[src/rtl/lin_pid_table.sv]
// LIN protected-ID lookup table.
// A small register table of {valid, dir, nad, id} entries is searched
// sequentially, one entry per cycle, for a captured {dir, nad, id} key.
// The protected-ID parity is checked before the scan starts. A lookup
// with bad parity finishes at once and never touches the table.
module lin_pid_table #(
    parameter int DEPTH = 16,
    parameter int NAD_W = 4,
    localparam int IDX_W = $clog2(DEPTH)
) (
    input  logic             clk,
    input  logic             rst,
    input  logic             cfg_we,
    input  logic [IDX_W-1:0] cfg_idx,
    input  logic             cfg_valid,
    input  logic             cfg_dir,
    input  logic [NAD_W-1:0] cfg_nad,
    input  logic [5:0]       cfg_id,
    input  logic             cfg_clr,
    input  logic             lk_req,
    input  logic             lk_dir,
    input  logic [NAD_W-1:0] lk_nad,
    input  logic [7:0]       lk_pid,
    output logic             lk_busy,
    output logic             lk_done,
    output logic             lk_hit,
    output logic             lk_perr,
    output logic [IDX_W-1:0] lk_idx
);

    typedef enum logic [1:0] {
        ST_IDLE = 2'd0,
        ST_SCAN = 2'd1,
        ST_DONE = 2'd2
    } state_e;

    // Expected {P1, P0} for a 6-bit frame identifier.
    function automatic logic [1:0] pid_parity(input logic [5:0] id);
        logic p0;
        logic p1;
        p0 = id[0] ^ id[1] ^ id[2] ^ id[4];
        p1 = ~(id[1] ^ id[3] ^ id[4] ^ id[5]);
        return {p1, p0};
    endfunction

    // Table storage
    logic             tbl_valid_q [DEPTH];
    logic             tbl_dir_q   [DEPTH];
    logic [NAD_W-1:0] tbl_nad_q   [DEPTH];
    logic [5:0]       tbl_id_q    [DEPTH];

    // Lookup engine state
    state_e           state_q, state_d;
    logic [IDX_W-1:0] cnt_q, cnt_d;
    logic             key_dir_q, key_dir_d;
    logic [NAD_W-1:0] key_nad_q, key_nad_d;
    logic [5:0]       key_id_q, key_id_d;
    logic             busy_q, busy_d;
    logic             done_q, done_d;
    logic             hit_q, hit_d;
    logic             perr_q, perr_d;
    logic [IDX_W-1:0] idx_q, idx_d;
    logic             entry_match_s;
    logic             parity_ok_s;

    // Table write port: clear beats a same-cycle write; active in every state.
    always_ff @(posedge clk) begin
        if (rst) begin
            for (int i = 0; i < DEPTH; i++) begin
                tbl_valid_q[i] <= 1'b0;
                tbl_dir_q[i]   <= 1'b0;
                tbl_nad_q[i]   <= '0;
                tbl_id_q[i]    <= 6'd0;
            end
        end else if (cfg_clr) begin
            for (int i = 0; i < DEPTH; i++) begin
                tbl_valid_q[i] <= 1'b0;
            end
        end else if (cfg_we && (int'(cfg_idx) < DEPTH)) begin
            tbl_valid_q[cfg_idx] <= cfg_valid;
            tbl_dir_q[cfg_idx]   <= cfg_dir;
            tbl_nad_q[cfg_idx]   <= cfg_nad;
            tbl_id_q[cfg_idx]    <= cfg_id;
        end
    end

    // Compare the entry under the scan pointer with the captured key and check request parity.
    always_comb begin
        entry_match_s = tbl_valid_q[cnt_q]
                        && (tbl_dir_q[cnt_q] == key_dir_q)
                        && (tbl_nad_q[cnt_q] == key_nad_q)
                        && (tbl_id_q[cnt_q]  == key_id_q);
        parity_ok_s   = (pid_parity(lk_pid[5:0]) == lk_pid[7:6]);
    end

    // Next-state logic of the lookup FSM; results change only on entry to DONE.
    always_comb begin
        state_d   = state_q;
        cnt_d     = cnt_q;
        key_dir_d = key_dir_q;
        key_nad_d = key_nad_q;
        key_id_d  = key_id_q;
        hit_d     = hit_q;
        perr_d    = perr_q;
        idx_d     = idx_q;
        busy_d    = 1'b0;
        done_d    = 1'b0;
        case (state_q)
            ST_IDLE: begin
                if (lk_req) begin
                    key_dir_d = lk_dir;
                    key_nad_d = lk_nad;
                    key_id_d  = lk_pid[5:0];
                    cnt_d     = '0;
                    busy_d    = 1'b1;
                    if (parity_ok_s) begin
                        state_d = ST_SCAN;
                    end else begin
                        state_d = ST_DONE;
                        done_d  = 1'b1;
                        hit_d   = 1'b0;
                        perr_d  = 1'b1;
                        idx_d   = '0;
                    end
                end else begin
                    state_d = ST_IDLE;
                end
            end
            ST_SCAN: begin
                busy_d = 1'b1;
                if (entry_match_s) begin
                    state_d = ST_DONE;
                    done_d  = 1'b1;
                    hit_d   = 1'b1;
                    perr_d  = 1'b0;
                    idx_d   = cnt_q;
                end else if (cnt_q == IDX_W'(DEPTH - 1)) begin
                    state_d = ST_DONE;
                    done_d  = 1'b1;
                    hit_d   = 1'b0;
                    perr_d  = 1'b0;
                    idx_d   = '0;
                end else begin
                    cnt_d = cnt_q + IDX_W'(1);
                end
            end
            ST_DONE: begin
                state_d = ST_IDLE;
            end
            default: begin
                state_d = ST_IDLE;
                cnt_d   = '0;
            end
        endcase
    end

    // Lookup FSM, key and result registers.
    always_ff @(posedge clk) begin
        if (rst) begin
            state_q   <= ST_IDLE;
            cnt_q     <= '0;
            key_dir_q <= 1'b0;
            key_nad_q <= '0;
            key_id_q  <= 6'd0;
            busy_q    <= 1'b0;
            done_q    <= 1'b0;
            hit_q     <= 1'b0;
            perr_q    <= 1'b0;
            idx_q     <= '0;
        end else begin
            state_q   <= state_d;
            cnt_q     <= cnt_d;
            key_dir_q <= key_dir_d;
            key_nad_q <= key_nad_d;
            key_id_q  <= key_id_d;
            busy_q    <= busy_d;
            done_q    <= done_d;
            hit_q     <= hit_d;
            perr_q    <= perr_d;
            idx_q     <= idx_d;
        end
    end

    assign lk_busy = busy_q;
    assign lk_done = done_q;
    assign lk_hit  = hit_q;
    assign lk_perr = perr_q;
    assign lk_idx  = idx_q;

endmodule

[config.mk]
export PLATFORM = sky130hd
export DESIGN_NAME = lin_pid_table
export DESIGN_NICKNAME = d
export VERILOG_FILES = /design/src/rtl/lin_pid_table.sv
export SDC_FILE = /design/constraint.sdc
export NUM_CORES = 1
export LEC_CHECK = 0
export ABC_AREA = 0
export BUFFER_PORTS_ARGS = -buffer_cell sky130_fd_sc_hd__buf_2
export CAP_MARGIN = 20
export CORE_ASPECT_RATIO = 1.4
export CORE_UTILIZATION = 44
export DETAILED_ROUTE_END_ITERATION = 8
export HOLD_SLACK_MARGIN = 0.03
export MAX_ROUTING_LAYER = met4
export RECOVER_POWER = 100
export SYNTH_ARGS = -nofsm -noshare
export SYNTH_HDL_FRONTEND = slang
export SYNTH_SLANG_ARGS = --single-unit
[constraint.sdc]
create_clock -name clk -period 4.3 [get_ports clk]
set_input_delay 0 -clock clk [delete_from_list [all_inputs] [get_ports clk]]
set_output_delay 0 -clock clk [all_outputs]
set_load 0.02 [all_outputs]
* After elaboration in Yosys (flattened, before gate mapping)
Memories as Yosys holds them, arrays and structs flattened. A register that Yosys moved wholly into a read port is not among the register bits.
Index checks and enable logic that the tools add are counted.
** Word-level totals
- Bits in registers :: 25
- Memory bits (writable) :: 192
- Bits of input ports :: 34
- Output and inout bits :: 8
- Logic and storage cells :: 138
- Memories kept :: 4
** Cells by class
- Add/subtract/negate cells :: 1
- Eq/ne operators :: 12
- Mux-type cells :: 75
- Bitwise logic cells :: 24
- Reductions and logical operators :: 12
** Memory list
- tbl_id_q :: words 16, width 6, read ports 1, clocked after Yosys merged registers in 1, wr ports 16, RTL line 50 : logic [5:0] tbl_id_q [DEPTH];
- tbl_nad_q :: words 16, width 4, read ports 1, clocked after Yosys merged registers in 1, wr ports 16, RTL line 49 : logic [NAD_W-1:0] tbl_nad_q [DEPTH];
- tbl_dir_q :: words 16, width 1, read ports 1, clocked after Yosys merged registers in 1, wr ports 16, RTL line 48 : logic tbl_dir_q [DEPTH];
- tbl_valid_q :: words 16, width 1, read ports 1, clocked after Yosys merged registers in 1, wr ports 16, RTL line 47 : logic tbl_valid_q [DEPTH];
** Operators by type and width (count)
- 4-bit 2-to-1 mux :: 20
- 1-bit 2-to-1 mux :: 43
- 1-bit bitwise OR :: 16
- 4-bit case mux with 3 select lines :: 1
- 2-bit 2-to-1 mux :: 4
- 2-bit inequality test, second input constant :: 4
- 1-bit case mux with 2 select lines :: 4
- 4-bit case mux with 2 select lines :: 1
- 4-bit AND reduction :: 2
- 6-bit == test :: 1
- 6-bit 2-to-1 mux :: 1
- 6-bit OR reduction :: 1
- 1-bit bitwise XOR :: 6
- 4-bit by 1-bit adder with 4-bit output, second input constant :: 1
- 4-bit == test :: 1
- 4-bit == test, second input constant :: 1
- 2-bit case mux with 2 select lines :: 1
- 4-bit OR reduction :: 1
- 1-bit logical AND :: 3
- 3-bit inequality test, second input constant :: 1
- 2-bit by 1-bit == test with 1-bit output, second input constant :: 1
- 2-bit == test :: 1
- 2-bit == test, second input constant :: 1
- 2-bit logical NOT :: 1
- other kinds (5) :: 7

* Longest topological paths before layout
Gate-level depths: netlist of run 1.
- Depth after elaboration :: 8
- Gate-level depth with buffers :: 12
- Depth with buffers taken out :: 9

* Worst setup path before layout of run 1
Ideal clock, no wire load.
- Kind :: register -> register
- Start point :: register (tool-made name)
- End point :: register idx_q[2], in the netlist lk_idx[2]
- Library setup time :: 117 ps
- Arrival :: 2507 ps
- Data required time :: 4183 ps
- Setup slack :: 1676 ps
- Stages on the path, launching flop included :: 11
- Buffers on the path :: 1
- Clock period less this slack :: 2624 ps
- Path through :: dfxtp_1 -> buf_4 -> mux4_2 -> a22oi_1 -> a31o_2 -> and3_1 -> o211ai_1 -> nor4_4 -> a31oi_4 -> o211a_1 -> a22o_1
** RTL lines
- end signal, assigned :: RTL line 180 : idx_q <= idx_d;
- end, declared :: RTL line 62 : logic [IDX_W-1:0] idx_q, idx_d;

==> flow_metrics.tcl, run 1 <==
set metrics [dict create \
    clk_latency_ps 510 \
    endpoint "lk_idx[2]" \
    multiInputGateArea_sq_mm 0.003864 \
    rsz0062_at_grt "false" \
    rows 66 \
    overflow 0 \
    reg2reg_slack_ps 460 \
    wl_per_cell_microns 23.94 \
    yosysWarnings 0 \
    crit_fanout 24 \
    post-cts-setup-buffer-count 0 \
    worst_slew_pin_slew_ps 1650 \
    period_share 0.8921 \
    path_clk_slew_ps 60 \
    place_congestion 0.9630 \
    final.fill_count 2006 \
    finClkSkew_ps 13.27 \
    start_util 0.4505 \
    routed_wirelength_microns 28580 \
    final_common_cell "edfxtp_1" \
    clk_path_buf_depth 3 \
    leakagePower_nw 3.934 \
    cp-start-kind "flip-flop" \
    async_reset_ff_frac 0 \
    slew_headroom -0.1076 \
    violations "capacitance limit, slew limit" \
    nets 908 \
    yosysTopAreaCell "edfxtp_1" \
    ys_types 59 \
    final_cell_mix "edfxtp_1 (192), and2_0 (124), and2_1 (71)" \
    synth_top_area_frac 0.5476 \
    yosys-top-cells-area "edfxtp_1 (55%), and2_1 (12%), dfxtp_1 (5.5%), mux2i_1 (5.0%), mux4_2 (4.9%)" \
    crit_required_ps 4690 \
    post_cts_resized 0 \
    die_area_sq_mm 0.02456 \
    hp-class "input port to flip-flop" \
    synth_area_sq_mm 0.01053 \
    synthToLayoutAreaGrowth_pct 12.95 \
    root_buffer "clkbuf_16" \
    ir_drop_mv 0.2625 \
    dpl_cell_area_sq_mm 0.01100 \
    core_sq_mm 0.02337 \
    fin_crit_ps 3836 \
    cts_tree "built" \
    finish.instance_area_sq_mm 0.01189 \
    antenna_found_initial 0 \
    grt_first_pass_wirelength_microns 42540 \
    drive_gt1_frac 0.1182 \
    die_width_microns 132.7 \
    crit_type "flip-flop to flip-flop" \
    register_area_sq_mm 0.006351 \
    r2r-end "lk_idx[2]" \
    cts_buffers 23 \
    arrival_ps 4220 \
    seq_area_frac_synth 0.6027 \
    grt_max_degree 41 \
    dominantRegCellSynth "edfxtp_1" \
    timing.fmax_ghz 0.2607 \
    diodes 0 \
    cts_max_level 1 \
    end_kind "flip-flop" \
    num_io_pins 42 \
    status "finished, violations left" \
    powerDensity_mw_per_mm2 394.4 \
    ant_nets 0 \
    drt_first_pass_iters 6 \
    synth-edff-count 192 \
    cts_sinks 221 \
    grt_pass1_vias 6886 \
    avgSynthCellArea_sq_um 12.93 \
    drt_iter0_drc 552 \
    slew_violations 12 \
    maxCapViolCount 1 \
    reg2regPathDepth 10 \
    synth_fp_nets 849 \
    die_y_microns 185.0 \
    finalSetupViolCount 0 \
    fin_tns_setup_ps 0 \
    grt_use_total 0.2470 \
    syn_inst 814 \
    ys_seq_elements 221 \
    port_buffers 41 \
    vias 6774 \
    drc 0 \
    hold_viol 0 \
    dp_hpwl_microns 19240 \
    vias_per_cell 5.673 \
]
==> worst max-delay path, stage by stage (launching register included) <==
cell and delay (ps):
dfxtp_2 820, clkbuf_2 590, and2_0 390, a22oi_1 170, a31oi_1 180, o21ai_0 140, o22a_1 250, nor4_4 520
a31oi_4 110, o211a_1 290, a22o_1 250
==> synth_stat cells, types with 5 or more instances <==
| master | instances |
|---|---|
| a21oi_1 | 19 |
| a22oi_1 | 17 |
| and2_1 | 195 |
| buf_2 | 6 |
| buf_4 | 7 |
| buf_6 | 5 |
| clkbuf_1 | 39 |
| dfxtp_1 | 29 |
| edfxtp_1 | 192 |
| inv_1 | 5 |
| mux2i_1 | 53 |
| mux4_2 | 23 |
| nand2_1 | 44 |
| nand2b_1 | 9 |
| nand3_1 | 11 |
| nand4_1 | 5 |
| nor2_1 | 25 |
| nor2b_1 | 6 |
| nor3_1 | 10 |
| o21ai_0 | 26 |
| or2_2 | 5 |
| xnor2_1 | 8 |
==> cell type report <==
cell class	count	share of cell area
Inverter	5	0.001578
Timing Repair Buffer	92	0.05113
Clock inverter	6	0.002630
Tap cell	306	0.03219
Clock buffer	34	0.05355
Sequential cell	221	0.5340
Multi-Input combinational cell	530	0.3249
==> how the worst min path moves through the flow <==
stage	startpoint	to	slack (ps)	cells past startpoint
global route	cfg_id[3]	tbl_id_q[4][3]	40	2
finish	cfg_id[3]	tbl_id_q[12][3]	30	2
floorplan	lk_nad[3]	key_nad_q[3]	140	2
CTS	cfg_id[3]	tbl_id_q[10][3]	30	2
global placement	lk_nad[0]	key_nad_q[0]	250	3
detailed placement	lk_nad[2]	key_nad_q[2]	250	3
==> what timing repair did <==
item,in CTS,in global routing
setup endpoints to repair,0,0
hold endpoints to repair,65,0
hold buffers,29,0
==> per-layer routing <==
metal	wire [microns]	vias to the layer above	global-route usage	part of all wire
met5	0	-	-	0
met4	1357	0	0.1209	0.047
met3	1386	82	0.02956	0.048
met2	14940	256	0.4349	0.52
met1	10900	3355	0.2790	0.38
li1	-	3081	-	-
==> registers in the layout, indices dropped and copies added (netlist names), 2 cells and up, named ones only <==
register,cells
tbl_dir_q,16
key_id_q,6
tbl_nad_q,64
tbl_valid_q,16
cnt_q,4
tbl_id_q,96
state_q,2
lk_idx,4
key_nad_q,4
==> through the flow <==
step / power, W / hold WS (ps) / worst slack [ps] / util / instances
final: 0.004691 / 33.93 / 464.0 / 0.5089 / 1194
after global routing: 0.004833 / 42.99 / 302.7 / 0.5089 / 1194
after CTS: 0.004710 / 31.94 / 738.6 / 0.5115 / 1193
after detailed placement: 0.002906 / 246.6 / 758.7 / 0.4705 / 1124
after global placement: 0.002895 / 246.0 / 796.4 / 0.4705 / 1124
after floorplan: 0.002751 / 136.0 / 1676 / - / 814
==> where the power goes <==
group	switching [W]	total [W]	internal [W]
registers	0.0000667	0.00251	0.00244
clock network	0.000789	0.00181	0.00102
logic	0.000228	0.000370	0.000142
total	0.00108	0.00469	0.00361
==> kinds of logic (layout without fill, tap and decap cells) <==
kind of cell / after synthesis / after routing / share of synthesized area
xor+xnor: 11 / 11 / 0.009151
buf+inv: 63 / 137 / 0.03030
simple gates: 338 / 338 / 0.1880
compound gates: 100 / 100 / 0.06476
flops: 221 / 221 / 0.6027
mux: 80 / 80 / 0.1039
fa+ha+maj: 1 / 1 / 0.001188
(Power assumes the default switching activity.)
==> run 2: changes to the inputs <==
--- a/config.mk
+++ b/config.mk
@@ -8,11 +8,14 @@
 export ABC_AREA = 0
 export BUFFER_PORTS_ARGS = -buffer_cell sky130_fd_sc_hd__buf_2
 export CAP_MARGIN = 20
+export CELL_PAD_IN_SITES_DETAIL_PLACEMENT = 0
+export CELL_PAD_IN_SITES_GLOBAL_PLACEMENT = 2
 export CORE_ASPECT_RATIO = 1.4
 export CORE_UTILIZATION = 44
 export DETAILED_ROUTE_END_ITERATION = 8
 export HOLD_SLACK_MARGIN = 0.03
 export MAX_ROUTING_LAYER = met4
+export PLACE_DENSITY_LB_ADDON = 0.1
 export RECOVER_POWER = 100
 export SYNTH_ARGS = -nofsm -noshare
 export SYNTH_HDL_FRONTEND = slang
==> run 2 against run 1 <==
  * Core utilization up 0.85 points
  * Critical endpoint is now tbl_id_q[3][2]
  * Register-to-register slack better by 270 ps
  * Final cell count up 1.3%
  * Non-clock buffer count up 15
  * Setup slack better by 130 ps
  * Global-route usage up 0.29 points
  * Via count down 0.50%
  * Sequential share of layout area down 0.88 points
  * Wire length up 1.3%
  * Clock power up 9.9%
  * The flow still finishes with violations (capacitance limit, slew limit)
  * Largest power group unchanged
  * Sequential power about the same
==> flow_metrics.tcl, run 2 (synthesis gave the netlist of run 1 again) <==
set metrics [dict create \
    hold_viol 0 \
    slew_violations 24 \
    cpMostUsedCell "clkbuf_1" \
    vias_per_cell 5.570 \
    cpMaxStageDelayCell "or2_0" \
    die_y_microns 185.0 \
    fin_tns_setup_ps 0 \
    synthToLayoutAreaGrowth_pct 14.84 \
    drt_first_pass_iters 7 \
    min_path_cells 2 \
    finish.instance_area_sq_mm 0.01209 \
    path_clk_slew_ps 60 \
    clk_path_buf_depth 3 \
    final_common_cell "edfxtp_1" \
    dpl_cell_area_sq_mm 0.01103 \
    cts_max_level 1 \
    drc 0 \
    reg_top3 "tbl_id_q x96, tbl_nad_q x64" \
    violations "capacitance limit, slew limit" \
    status "finished, violations left" \
    overflow 0 \
    root_buffer "clkbuf_16" \
    crit_required_ps 4410 \
    die_area_sq_mm 0.02456 \
    post_cts_resized 0 \
    reg2regPathDepth 9 \
    cts_buffers 23 \
    final_cell_mix "edfxtp_1 (192), and2_0 (108), and2_1 (87)" \
    wl_per_cell_microns 23.92 \
    hold_start "cfg_nad[1]" \
    post-cts-setup-buffer-count 0 \
    ir_drop_mv 0.2386 \
    powerDensity_mw_per_mm2 402.9 \
    fin_crit_ps 3707 \
    setup_ws_ps 593.1 \
    finClkSkew_ps 4.468 \
    diodes 0 \
    cts_tree "built" \
    ant_nets 0 \
    dp_hpwl_microns 19240 \
    leakagePower_nw 4.061 \
    period_share 0.8621 \
    reg2reg_slack_ps 730 \
    num_io_pins 42 \
    grt_pass1_vias 6918 \
    end_kind "flip-flop" \
    start_util 0.4505 \
    top_register "tbl_id_q" \
    drive_gt1_frac 0.1250 \
    finalSetupViolCount 0 \
    worst_slew_pin_slew_ps 1643 \
    slew_headroom -0.1027 \
    crit_chain "dlygate4sd3_1 > clkbuf_1 > nor2_1 > clkbuf_1 > nand4_1 > nor3_1 > or2_0" \
    core_sq_mm 0.02337 \
    cts-hold-fix-buffers 37 \
    finalNonFillerCells 1210 \
    port_buffers 41 \
    crit_type "input port to flip-flop" \
    place_ws_ps 743.5 \
    routed_wirelength_microns 28950 \
    vias 6740 \
    maxCapViolCount 2 \
    timing.fmax_ghz 0.2698 \
    hp-class "input port to flip-flop" \
    grt_max_degree 41 \
    largest_reg_flops 96 \
    max_stage_delay_ps 960 \
    grt_first_pass_wirelength_microns 43090 \
    antenna_found_initial 0 \
    clk_latency_ps 500 \
    grt_use_total 0.2499 \
    worstHoldEndpoint "tbl_nad_q[11][1]" \
    rows 66 \
    place_congestion 0.9436 \
    die_width_microns 132.7 \
    crit_fanout 23 \
    arrival_ps 3820 \
    rsz0062_at_grt "false" \
    drt_iter0_drc 507 \
    dp.cells 1127 \
    nets 923 \
    cp-start-kind "input port" \
    cts_sinks 221 \
]
## run 2: how the worst max path moves through the flow
stage | startpoint | end | slack (ps) | cells past startpoint
finish | rst | tbl_id_q[3][2] | 590 | 7
CTS | flip-flop | lk_idx[3] | 730 | 9
detailed placement | flip-flop | lk_idx[3] | 740 | 9
floorplan | flip-flop | lk_idx[2] | 1680 | 10
global route | rst | tbl_nad_q[3][0] | 330 | 7
global placement | flip-flop | lk_idx[1] | 830 | 9
## run 2: power breakdown
| part | total (W) | switching (W) | internal [W] |
|---|---|---|---|
| Clock | 0.00199 | 0.000801 | 0.00118 |
| Combinational | 0.000389 | 0.000239 | 0.000150 |
| Sequential | 0.00250 | 0.0000550 | 0.00244 |
## run 2: layer usage
| metal | up-vias | track usage | wire [microns] |
|---|---|---|---|
| met4 | 0 | 0.06115 | 599 |
| li1 | 3115 | - | - |
| met2 | 202 | 0.4438 | 15030 |
| met5 | - | - | 0 |
| met3 | 40 | 0.02956 | 1431 |
| met1 | 3383 | 0.3034 | 11880 |
## run 2: area by class of cell
class | instances | area, sq um
clock inverters | 1 | 5.005
fillers | 2048 | 11280
repair buffers | 107 | 732.0
flip-flops and latches | 221 | 6351
inverters | 5 | 18.77
multi-input cells | 530 | 3849
well taps | 306 | 382.9
clock buffers | 40 | 753.2
## run 2: critical path, delay by kind of cell
kind,cells,cell delay (ps)
simple gates,4,2150
buf+inv,3,1640
## run 2: per-stage QoR
stage,hold slack (ps),util,total power (W)
floorplan,136.0,-,0.002751
global placement,246.8,0.4713,0.002901
detailed placement,244.5,0.4718,0.002909
CTS,39.57,0.5201,0.004915
global route,55.08,0.5174,0.005043
finish,40.26,0.5174,0.004872
